`src/rtl/psum_requant_buffer_pkg.sv`:
```
// psum_requant_buffer_pkg: default widths and saturation bounds for the requantizer
package psum_requant_buffer_pkg;
  localparam int PSUM_BW_DEF = 20;
  localparam int OUT_BW_DEF = 8;
  localparam int SHIFT_BW_DEF = 5;
  localparam int FIFO_DEPTH_DEF = 4;
  function automatic int sat_max(int bw);
    return (1 << (bw - 1)) - 1;
  endfunction
  function automatic int sat_min(int bw);
    return -(1 << (bw - 1));
  endfunction
endpackage

```
`src/rtl/psum_requant_buffer_sync_fifo.sv`:
```
// sync_fifo: registered-storage FIFO, no fall-through, head always on rd_data
module sync_fifo #(
  parameter int WIDTH = 8,
  parameter int DEPTH = 4
) (
  input  logic                       clk,
  input  logic                       rstn,
  input  logic                       wr_en,
  input  logic [WIDTH-1:0]           wr_data,
  input  logic                       rd_en,
  output logic [WIDTH-1:0]           rd_data,
  output logic [$clog2(DEPTH):0]     count,
  output logic                       empty,
  output logic                       full
);
  localparam int AW = $clog2(DEPTH);
  localparam int CW = AW + 1;
  logic [WIDTH-1:0] mem [DEPTH];
  logic [AW-1:0] wp, rp;
  logic rd;
  assign rd = rd_en & !empty;
  assign rd_data = mem[rp];
  assign empty = count == '0;
  assign full = count == CW'(DEPTH);
  always_ff @(posedge clk or negedge rstn)
    if (!rstn) begin
      wp <= '0;
      rp <= '0;
      count <= '0;
      for (int i = 0; i < DEPTH; i++) mem[i] <= '0;
    end else begin
      if (wr_en) begin
        mem[wp] <= wr_data;
        wp <= wp + AW'(1);
      end
      if (rd) rp <= rp + AW'(1);
      count <= count + CW'(wr_en) - CW'(rd);
    end
endmodule

```
`src/rtl/psum_requant_buffer.sv`:
```
// psum_requant_buffer: round/shift/saturate PE row sums, buffer results, credit-throttle upstream
module psum_requant_buffer
  import psum_requant_buffer_pkg::*;
#(
  parameter int PARTIAL_SUM_BW = PSUM_BW_DEF,
  parameter int OUT_BW = OUT_BW_DEF,
  parameter int SHIFT_BW = SHIFT_BW_DEF,
  parameter int FIFO_DEPTH = FIFO_DEPTH_DEF
) (
  input  logic                      clk,
  input  logic                      rstn,
  input  logic [PARTIAL_SUM_BW-1:0] psum,
  input  logic                      psum_valid,
  output logic                      in_ready,
  input  logic [SHIFT_BW-1:0]       shift,
  output logic [OUT_BW-1:0]         out_data,
  output logic                      out_valid,
  input  logic                      out_ready,
  output logic                      sat_flag,
  output logic                      ovf_err,
  input  logic                      err_clr
);
  localparam int CW = $clog2(FIFO_DEPTH) + 1;
  localparam logic signed [PARTIAL_SUM_BW:0] SMAX = (PARTIAL_SUM_BW + 1)'(sat_max(OUT_BW));
  localparam logic signed [PARTIAL_SUM_BW:0] SMIN = (PARTIAL_SUM_BW + 1)'(sat_min(OUT_BW));
  logic s1_v, s2_v, fifo_empty, fifo_full, clip;
  logic [CW-1:0] fifo_count;
  logic [CW:0] credit;
  logic [SHIFT_BW-1:0] sh;
  logic signed [PARTIAL_SUM_BW:0] ext, half, rnd, s1_r;
  logic [OUT_BW-1:0] sat_d, s2_d;
  // credit counts every result already committed to a FIFO slot, including in-flight ones
  assign credit = {1'b0, fifo_count} + (CW + 1)'(s1_v) + (CW + 1)'(s2_v);
  assign in_ready = !fifo_full && credit < (CW + 1)'(FIFO_DEPTH);
  assign out_valid = !fifo_empty;
  always_comb begin
    sh = int'(shift) >= PARTIAL_SUM_BW ? SHIFT_BW'(PARTIAL_SUM_BW - 1) : shift;
    ext = {psum[PARTIAL_SUM_BW-1], psum};
    half = (PARTIAL_SUM_BW + 1)'(1) << (sh - SHIFT_BW'(1));
    rnd = sh == '0 ? ext : (ext + half) >>> sh;
    clip = s1_r > SMAX || s1_r < SMIN;
    sat_d = s1_r > SMAX ? SMAX[OUT_BW-1:0] : s1_r < SMIN ? SMIN[OUT_BW-1:0] : s1_r[OUT_BW-1:0];
  end
  always_ff @(posedge clk or negedge rstn)
    if (!rstn) begin
      s1_v <= 1'b0;
      s2_v <= 1'b0;
      s1_r <= '0;
      s2_d <= '0;
      sat_flag <= 1'b0;
      ovf_err <= 1'b0;
    end else begin
      s1_v <= psum_valid & in_ready;
      s2_v <= s1_v;
      s1_r <= rnd;
      s2_d <= sat_d;
      sat_flag <= (s1_v & clip) | (sat_flag & !err_clr);
      ovf_err <= (psum_valid & !in_ready) | (ovf_err & !err_clr);
    end
  sync_fifo #(.WIDTH(OUT_BW), .DEPTH(FIFO_DEPTH)) u_fifo (
    .clk(clk),
    .rstn(rstn),
    .wr_en(s2_v),
    .wr_data(s2_d),
    .rd_en(out_valid & out_ready),
    .rd_data(out_data),
    .count(fifo_count),
    .empty(fifo_empty),
    .full(fifo_full)
  );
endmodule
```
`config.mk`:
```
export PLATFORM = sky130hd
export DESIGN_NAME = psum_requant_buffer
export DESIGN_NICKNAME = d
export VERILOG_FILES = /design/src/rtl/psum_requant_buffer_pkg.sv /design/src/rtl/psum_requant_buffer_sync_fifo.sv /design/src/rtl/psum_requant_buffer.sv
export SDC_FILE = /design/constraint.sdc
export NUM_CORES = 1
export LEC_CHECK = 0
export BUFFER_PORTS_ARGS = -buffer_cell sky130_fd_sc_hd__buf_2
export CELL_PAD_IN_SITES_DETAIL_PLACEMENT = 1
export CELL_PAD_IN_SITES_GLOBAL_PLACEMENT = 1
export CORE_MARGIN = 8
export CORE_UTILIZATION = 49
export CTS_BUF_LIST = sky130_fd_sc_hd__clkbuf_4
export DETAILED_ROUTE_END_ITERATION = 7
export MAX_ROUTING_LAYER = met4
export PLACE_DENSITY_LB_ADDON = 0.1
export SKIP_LAST_GASP = 1
export SLEW_MARGIN = 20
export SYNTH_ARGS = -nofsm -noshare
export SYNTH_HDL_FRONTEND = slang
export SYNTH_SLANG_ARGS = --single-unit
```
`constraint.sdc`:
```
create_clock -name clk -period 2.48 [get_ports clk]
set_input_delay 0.496 -clock clk [delete_from_list [all_inputs] [get_ports clk]]
set_output_delay 0.496 -clock clk [all_outputs]
set_load 0.1 [all_outputs]
```
==> results.md, run 1 <==
* Post-DP Area at 0.007194 mm²
* Mapped Area at 0.005484 mm²
* Post-synth EDFFs at 0
* Final Wtd Congestion at 0.9999
* Sequential element share of the synthesized area at 32.85%
* CTS Root Cell: clkbuf_4
* FFs w/ async S/R, synth at 100.0%
* Number of CTS-inserted buffers at 9
* Failed at: 4_1_cts
* Die height at 121.8 µm
* Post-cts resize count at 127
* Clock Tree Buf Depth at 2
* H-tree Lvls at 3
* # hold bufs at CTS at 1
* Err: [ERROR DPL-0033] detailed placement checks failed during check placement.
* Post-synthesis register bit count at 72
* Avg Inst Size Synth at 9.079 µm²
* Number of clock sinks at 72
* Post-Syn Nets at 664
* DP Cell Count at 934
* Number of library cell types mapped by synthesis at 79
* Site row count at 38
* Synthesis Warnings at 0
* Number of I/O pins at 42
* Gate Count Post-Synth at 604
* Post-CTS Repair Setup Buffers at 21
* IO buf count at 41
* Status: did not finish
* Initial core utilization at 50.37%
* Die span in x at 121.8 µm
* Most used DFF post-synth: dfrtp_1
* Hpwl dp at 19700 µm
==> cell families after synthesis <==
group / count (synthesis) / share of synthesized area [%]
other: 1 / 0.06838
AO/OA/AOI/OAI: 195 / 25.01
buffers and inverters: 41 / 3.171
XOR/XNOR: 18 / 3.012
multiplexers: 49 / 11.59
adder cells (fa/ha/maj): 30 / 7.119
AND/OR/NAND/NOR: 198 / 17.18
flip-flops: 72 / 32.85
==> cell usage after synthesis (7+ instances only) <==
master | n | area share (%)
a211oi_1 | 8 | 1.1
a21o_1 | 15 | 2.1
a21oi_1 | 46 | 4.2
buf_2 | 7 | 0.64
clkbuf_1 | 14 | 0.96
dfrtp_1 | 72 | 33
ha_1 | 28 | 6.4
inv_1 | 13 | 0.89
mux2_2 | 33 | 6.8
mux2i_1 | 7 | 1.3
mux4_2 | 8 | 3.3
nand2_1 | 58 | 4.0
nand3_1 | 14 | 1.3
nor2_1 | 60 | 4.1
nor3_1 | 9 | 0.82
o211ai_1 | 11 | 1.5
o21ai_0 | 29 | 2.6
o21ai_1 | 9 | 0.82
o22ai_1 | 7 | 0.80
xor2_1 | 12 | 1.9
==> stage by stage <==
step / util, % / setup slack [ps]
2_1_floorplan: - / -1246
3_3_place_gp: 66.08 / -1686
3_5_place_dp: 66.08 / -1823
==> run 2: changes to the inputs <==
CELL_PAD_IN_SITES_DETAIL_PLACEMENT = unset   (was 1)
CELL_PAD_IN_SITES_GLOBAL_PLACEMENT = unset   (was 1)
CORE_UTILIZATION = 40   (was 49)
CTS_BUF_LIST = unset   (was sky130_fd_sc_hd__clkbuf_4)
MAX_ROUTING_LAYER = unset   (was met4)
PLACE_DENSITY_LB_ADDON = 0.15   (was 0.1)
==> run 2 against run 1 <==
- the flow now finishes, with violations (setup timing)
- synthesized area is the same
- synthesized cell count is the same
==> results.md, run 2 <==
* Status: finished with violations
* Violated checks: setup timing
* WL/cell at 19.25 µm
* Most used DFF post-synth: dfrtp_1
* Pint at 3.690 mW
* Hold WC Path Type: in -> async
* Area fraction of the dominant cell type after synthesis at 32.85% (unchanged)
* CTS clock-pin slew for the worst setup and hold paths at 60 ps
* Residual DRC count at 0
* Synth-to-layout area growth at 52.22%
* Clock Tree Buf Depth at 2 (unchanged)
* Synthesis Warnings at 0 (unchanged)
* Hpwl dp at 15380 µm (-22%)
* Synth cell count leaders: dfrtp_1, nor2_1, nand2_1, a21oi_1, mux2_2
* First-pass GRT wire length at 30840 µm
* Number of max-cap violations at 0
* FFs w/ async S/R, synth at 100.0% (unchanged)
* Mapped Area at 0.005484 mm² (unchanged)
* Most common cell after layout, fill and taps aside: buf_4
* Post-synthesis register bit count at 72 (unchanged)
* Reg2Reg Depth at 8
* Final Wtd Congestion at 0.9506 (-4.9%)
* Final Hold Viols at 0
* Final WS setup at -1111 ps
* P_sw at 2.871 mW
* Combinational share of power at 50.7%
* # fillers at 1129
* Sequential Power Share at 28.3%
* WHS at 105.9 ps
* Die span in x at 133.1 µm (+9.3%)
* Area of the multi-input gates at 0.004150 mm²
* Initial antenna violation count at 0
* Setup crit end kind: register
* Gate Count Post-Synth at 604 (unchanged)
* Sw frac at 43.76%
* CTS Root Cell: clkbuf_16
* Number of clock sinks at 72 (unchanged)
* Number of library cell types mapped by synthesis at 79 (unchanged)
* All-Layer GR Usage at 21.74%
* Number of I/O pins at 42 (unchanged)
* Avg Inst Size Synth at 9.079 µm² (unchanged)
* Clock power frac at 21.0%
* Die area at 0.01771 mm²
* Power density cells at 786.0 mW/mm²
* Initial core utilization at 41.25% (-9.1 points)
* Number of CTS-inserted buffers at 9 (unchanged)
* Vias/cell at 5.673
* Core footprint at 0.01330 mm²
* CP Class: in -> reg
* RR Endpoint: u_fifo.count[2]
* Largest net degree at the start of global routing at 55
* Leakage power at 3.653 nW
* Maximum vdd drop at 0.4837 mV
* Post-DP Area at 0.007305 mm² (+1.5%)
* Post-synth EDFFs at 0 (unchanged)
* Max Fclk at 278.5 MHz
* Slew margin rel. at 47.13%
* Slew Viols, Final at 0
* Post-Syn Nets at 664 (unchanged)
* R2R Setup Slk at 320 ps
* Final Skew at 3.612 ps
* Die height at 133.1 µm (+9.3%)
* Vias in the first global route at 5977
* Top Registers: u_fifo.mem (32), s1_r (21), s2_d (8)
* Worst-skew pair later-pin latency at 330 ps
* Synth area leader: dfrtp_1
* Most frequent cell after synthesis: dfrtp_1
* IO buf count at 41 (unchanged)
* Nets at 891
* Fin area at 0.008348 mm²
* Top cells by area, synth: dfrtp_1, mux2_2, ha_1
* Detail Route Antenna Nets at 0
* Critical path data arrival time at 3810 ps
* Largest reg by FF count: u_fifo.mem
* # diodes at 0
* CTS tree: yes
* Worst Max-Slew Pin Slew at 782.8 ps
* GRT overflow at 0
* Layout cells sized above 1 at 50.72%
* Sequential element share of the synthesized area at 32.85% (unchanged)
* Via count at 5741
* Drt pass-1 iters at 5
* Storage cell area at 0.001803 mm²
* Final Cycle Share at 144.8%
* Routed wire length at 19490 µm
* Worst EP required at 2690 ps
* H-tree Lvls at 3 (unchanged)
* Most frequent cells in the layout: buf_4, dfrtp_1, nand2_1
* Max FO, Critical Path at 5
* DR iter-0 viols at 291
* R2R Path Start: u_fifo.count[2]
* Unrepaired setup endpoints after global routing: true
* Setup violations, final at 21
* Min cycle time layout at 3591 ps
* Site row count at 42 (+11%)
* Max FFs per register at 32
* Worst Setup Start Kind: input pin
run 2: how the worst max path moves through the flow:
stage                     cells past startpoint  startpoint      end
after floorplan                              17    shift[3]  s1_r[2]
after global routing                         17    shift[2]  s1_r[7]
after global placement                       17    shift[3]  s1_r[1]
final                                        17    shift[2]  s1_r[7]
after CTS                                    16    shift[2]  s1_r[4]
after detailed placement                     17    shift[3]  s1_r[1]
run 2: power by group through the flow:
| stage | Combinational (mW) | Sequential (mW) | Clock [mW] |
|---|---|---|---|
| 6_report | 3.33 | 1.86 | 1.38 |
| 2_1_floorplan | 2.28 | 1.86 | 0 |
| 3_5_place_dp | 3.15 | 1.87 | 0 |
| 5_1_grt | 3.53 | 1.91 | 1.44 |
| 4_1_cts | 3.29 | 1.86 | 1.40 |
| 3_3_place_gp | 3.09 | 1.83 | 0 |
run 2: per-layer routing:
| metal | part of all wire [%] | global-route usage (%) | routed length, µm |
|---|---|---|---|
| met5 | 0 | 0 | 0 |
| met4 | 4.1 | 10.61 | 794 |
| met3 | 3.6 | 2.519 | 695 |
| met2 | 51 | 39.18 | 10020 |
| met1 | 41 | 25.03 | 7979 |
run 2: worst max-delay path, stage by stage:
cell      delay, ps
buf_6           100
o21a_4          220
or2_4           230
or3_4           400
nor2_4          130
ha_4            230
buf_4           140
and2_4          160
nand2b_4        160
o211ai_4        100
buf_12          160
o21ai_4          70
o31a_1          270
buf_4           160
a221oi_4        320
a21oi_1         110
o32a_1          340
run 2: metrics by stage:
stage                     total power, mW  setup slack, ps  util, %  std cells  TNS (ps)
final                               6.561            -1111    62.79       1012    -20500
after global routing                6.877            -1146    62.79       1012    -22410
after CTS                           6.545           -996.9    61.12       1001    -19060
after detailed placement            5.023            -1628    54.94        977    -31240
after global placement              4.921            -1560    54.94        977    -30180
after floorplan                     4.137            -1246        -        604    -23730
run 2: kinds of logic (layout without fill, tap and decap cells):
family	after synthesis	after routing	share of synthesized area, %
DFF	72	72	32.85
and+or+nand+nor	198	198	17.18
adders and majority gates	30	30	7.119
xor gates and xnor gates	18	18	3.012
muxes	49	49	11.59
buffers and inverters	41	273	3.171
AOI/OAI and AO/OA	195	195	25.01
other	1	1	0.06838
run 2: what timing repair did:
action | CTS | global route
setup buffers | 9 | 12
endpoints found under the setup margin | 21 | 22
pin swaps | 42 | 26
cloned | 0 | 0
resized for setup | 88 | 34
hold buffers | 0 | 0
run 2: final cells by class:
| cell class | instances | share of cell area (%) |
|---|---|---|
| clock buffers | 9 | 2.698 |
| multi-input cells | 491 | 49.72 |
| well taps | 176 | 2.638 |
| inverters | 15 | 0.6745 |
| flip-flops and latches | 72 | 21.60 |
| repair buffers | 242 | 21.54 |
| clock inverters | 7 | 1.139 |
Power figures use the tool's default switching activity.
==> run 3: changes to the inputs <==
CAP_MARGIN = 20   (was unset)
clock period = 3.73 ns   (was 2.48 ns; I/O delays follow)
==> run 3 against run 2 <==
- the flow still finishes with violations (setup timing)
- sequential power fell by 33%
- first-iteration DRC count rose by 5.5%
- final area fell by 4.3%
- global-route usage fell by 0.43 points
- flip-flop and latch count did not move
- combinational power fell by 38%
- cell count fell by 4.0%
- clock-buffer cell count rose by 5
- core utilization fell by 2.7 points
- power fell by 36%
- clock power fell by 36%
- critical path type unchanged
- highest routed layer unchanged
==> results.md, run 3 (synthesized netlist as in run 2, its figures left out) <==
* Met2 Usage GRT at 38.17% (-1.0 points)
* Core footprint at 0.01330 mm² (unchanged)
* CTS tree: yes
* Number of CTS-inserted buffers at 9 (unchanged)
* Layout Utilization at 60.06% (-2.7 points)
* Initial core utilization at 41.25% (unchanged)
* # diodes at 0 (unchanged)
* Vias in the first global route at 5735 (-4.0%)
* Worst-path cell chain: buf_8, o21a_4, or2_4, or3_4, nor2_4, ha_4, a21oi_4, nand2_2, o211ai_4, buf_12, o21ai_4, o31a_1, buf_4, a221oi_4, a21oi_1, o32a_1
* Max FFs per register at 32 (unchanged)
* Hpwl dp at 14900 µm (-3.1%)
* Via count at 5580 (-2.8%)
* Critical-path top delay cell: or3_4
* Number of max-cap violations at 0 (unchanged)
* Final Hold Viols at 0 (unchanged)
* # fillers at 1176 (+4.2%)
* Vias/cell at 5.741 (+1.2%)
* CTS Root Cell: clkbuf_16
* Area of the multi-input gates at 0.004078 mm² (-1.7%)
* Setup crit end: s1_r[7]
* Final Wtd Congestion at 0.9781 (+2.9%)
* Residual DRC count at 0 (unchanged)
* Site row count at 42 (unchanged)
* RR Endpoint: u_fifo.count[2]
* Initial antenna violation count at 0 (unchanged)
* Grt met3 use at 3.120% (+0.60 points)
* Setup violations, final at 10 (-52%)
* Detail Route Antenna Nets at 0 (unchanged)
* WHS at 314.1 ps (+208.2 ps)
* R2R Path Start: u_fifo.count[2]
* IO buf count at 41 (unchanged)
* Worst Setup Start Kind: input pin
* R2R Setup Slk at 1570 ps (+1250 ps)
* Number of clock sinks at 72 (unchanged)
* Setup crit end kind: register
* Grt met1 use at 24.67% (-0.36 points)
* Min cycle time layout at 3813 ps
* CP top delay family: compound AO/OA/AOI/OAI gates
* Nets at 851 (-4.5%)
* Worst EP required at 3930 ps (+1240 ps)
* Post-DP Area at 0.007017 mm² (-3.9%)
* Die area at 0.01771 mm² (unchanged)
* Die span in x at 133.1 µm (unchanged)
* Number of I/O pins at 42 (unchanged)
* Fin area at 0.007985 mm² (-4.3%)
* # hold bufs at CTS at 0 (unchanged)
* Final Cycle Share at 102.2%
* Synth-to-layout area growth at 45.61%
* Crit. Startpoint: shift[2]
* DR iter-0 viols at 307 (+5.5%)
* Most common cell after layout, fill and taps aside: buf_4
* CP Class: in -> reg
* Most Crowded Layer GR: met2
* Max Fclk at 262.3 MHz
* Setup WS pre-CTS at -645.3 ps (+982.9 ps)
* Layout cells sized above 1 at 45.48% (-5.2 points)
* GRT overflow at 0 (unchanged)
* CTS clock-pin slew for the worst setup and hold paths at 50 ps (about the same)
* WL/cell at 19.29 µm (+0.18%)
* Total power at 4.193 mW (-36%)
* DP Cell Count at 943 (-3.5%)
* Worst-skew pair later-pin latency at 330 ps (about the same)
* Unrepaired setup endpoints after global routing: true
* First-pass GRT wire length at 30350 µm (-1.6%)
* Leakage power at 3.463 nW (-5.2%)
* Die height at 133.1 µm (unchanged)
* Violated checks: setup timing
* Critical path data arrival time at 4020 ps (+210 ps)
* Most frequent cells in the layout: buf_4, dfrtp_1, nand2_1
* Hold WC Path Type: in -> async
* Status: finished with violations
* Final Skew at 5.205 ps (+1.592 ps)
* Largest net degree at the start of global routing at 46 (-16%)
* Power density cells at 525.1 mW/mm² (-33%)
* All-Layer GR Usage at 21.31% (-0.43 points)
* Storage cell area at 0.001802 mm² (about the same)
* Top Registers: u_fifo.mem (32), s1_r (21), s2_d (8)
* Worst Max-Slew Pin Slew at 804.8 ps (+22.03 ps)
* Drt pass-1 iters at 5 (unchanged)
* Largest reg by FF count: u_fifo.mem
* CP bufs+invs at 3 (-1)
* Post-Layout Cell Count at 972 (-4.0%)
* Fin Setup TNS at -383.5 ps (+20110 ps)
* Final WS setup at -82.95 ps (+1028 ps)
* Clock Tree Buf Depth at 2 (unchanged)
* Routed wire length at 18750 µm (-3.8%)
* Slew Viols, Final at 0 (unchanged)
* Worst path depth at 16 (-1)
* Maximum vdd drop at 0.3505 mV (-28%)
* Slew margin rel. at 45.64% (-1.5 points)
* Max FO, Critical Path at 5 (unchanged)
* Slowest Stage Delay on Critical Path at 420 ps (+20 ps)
* H-tree Lvls at 3 (unchanged)
* Reg2Reg Depth at 8 (unchanged)
run 3: cell types whose count changed in the layout (fill, tap and decap cells not counted), sizes merged:
cell and delta:
clkinvlp -1, buf -40, bufinv -1, clkinv -2, clkbuf +5, inv -1
run 3: what timing repair did:
item / CTS / global route
pin swaps: 31 / 32
endpoints found under the setup margin: 21 / 21
buffers inserted: 9 / 5
gates resized for setup: 56 / 50
run 3: worst min path at each step:
stage               from               to  slack, ps  cells after the start
CTS                 s1_v             s2_v        400                      0
global placement    s1_v             s2_v        390                      0
finish              rstn  u_fifo.count[0]        310                      1
detailed placement  s1_v             s2_v        390                      0
global route        rstn  u_fifo.count[0]        330                      1
floorplan           s1_v             s2_v        370                      0
run 3: layer usage:
metal	vias to the layer above	wire length (µm)
li1	2631	-
met3	56	1054
met4	0	794
met2	192	9567
met1	2701	7333
met5	-	0
run 3: report_power, final:
group / leakage (nW) / switching [mW] / total (mW) / internal, mW
Clock: 0.159 / 0.295 / 0.884 / 0.589
Sequential: 0.819 / 0.201 / 1.25 / 1.05
Combinational: 2.48 / 1.32 / 2.06 / 0.736
run 3: cell type report:
class | count | share of cell area, %
multi-input cells | 491 | 51.07
flip-flops and latches | 72 | 22.56
repair buffers | 202 | 18.91
clock buffers | 14 | 3.557
well taps | 176 | 2.758
inverters | 15 | 0.7051
clock inverters | 2 | 0.4387
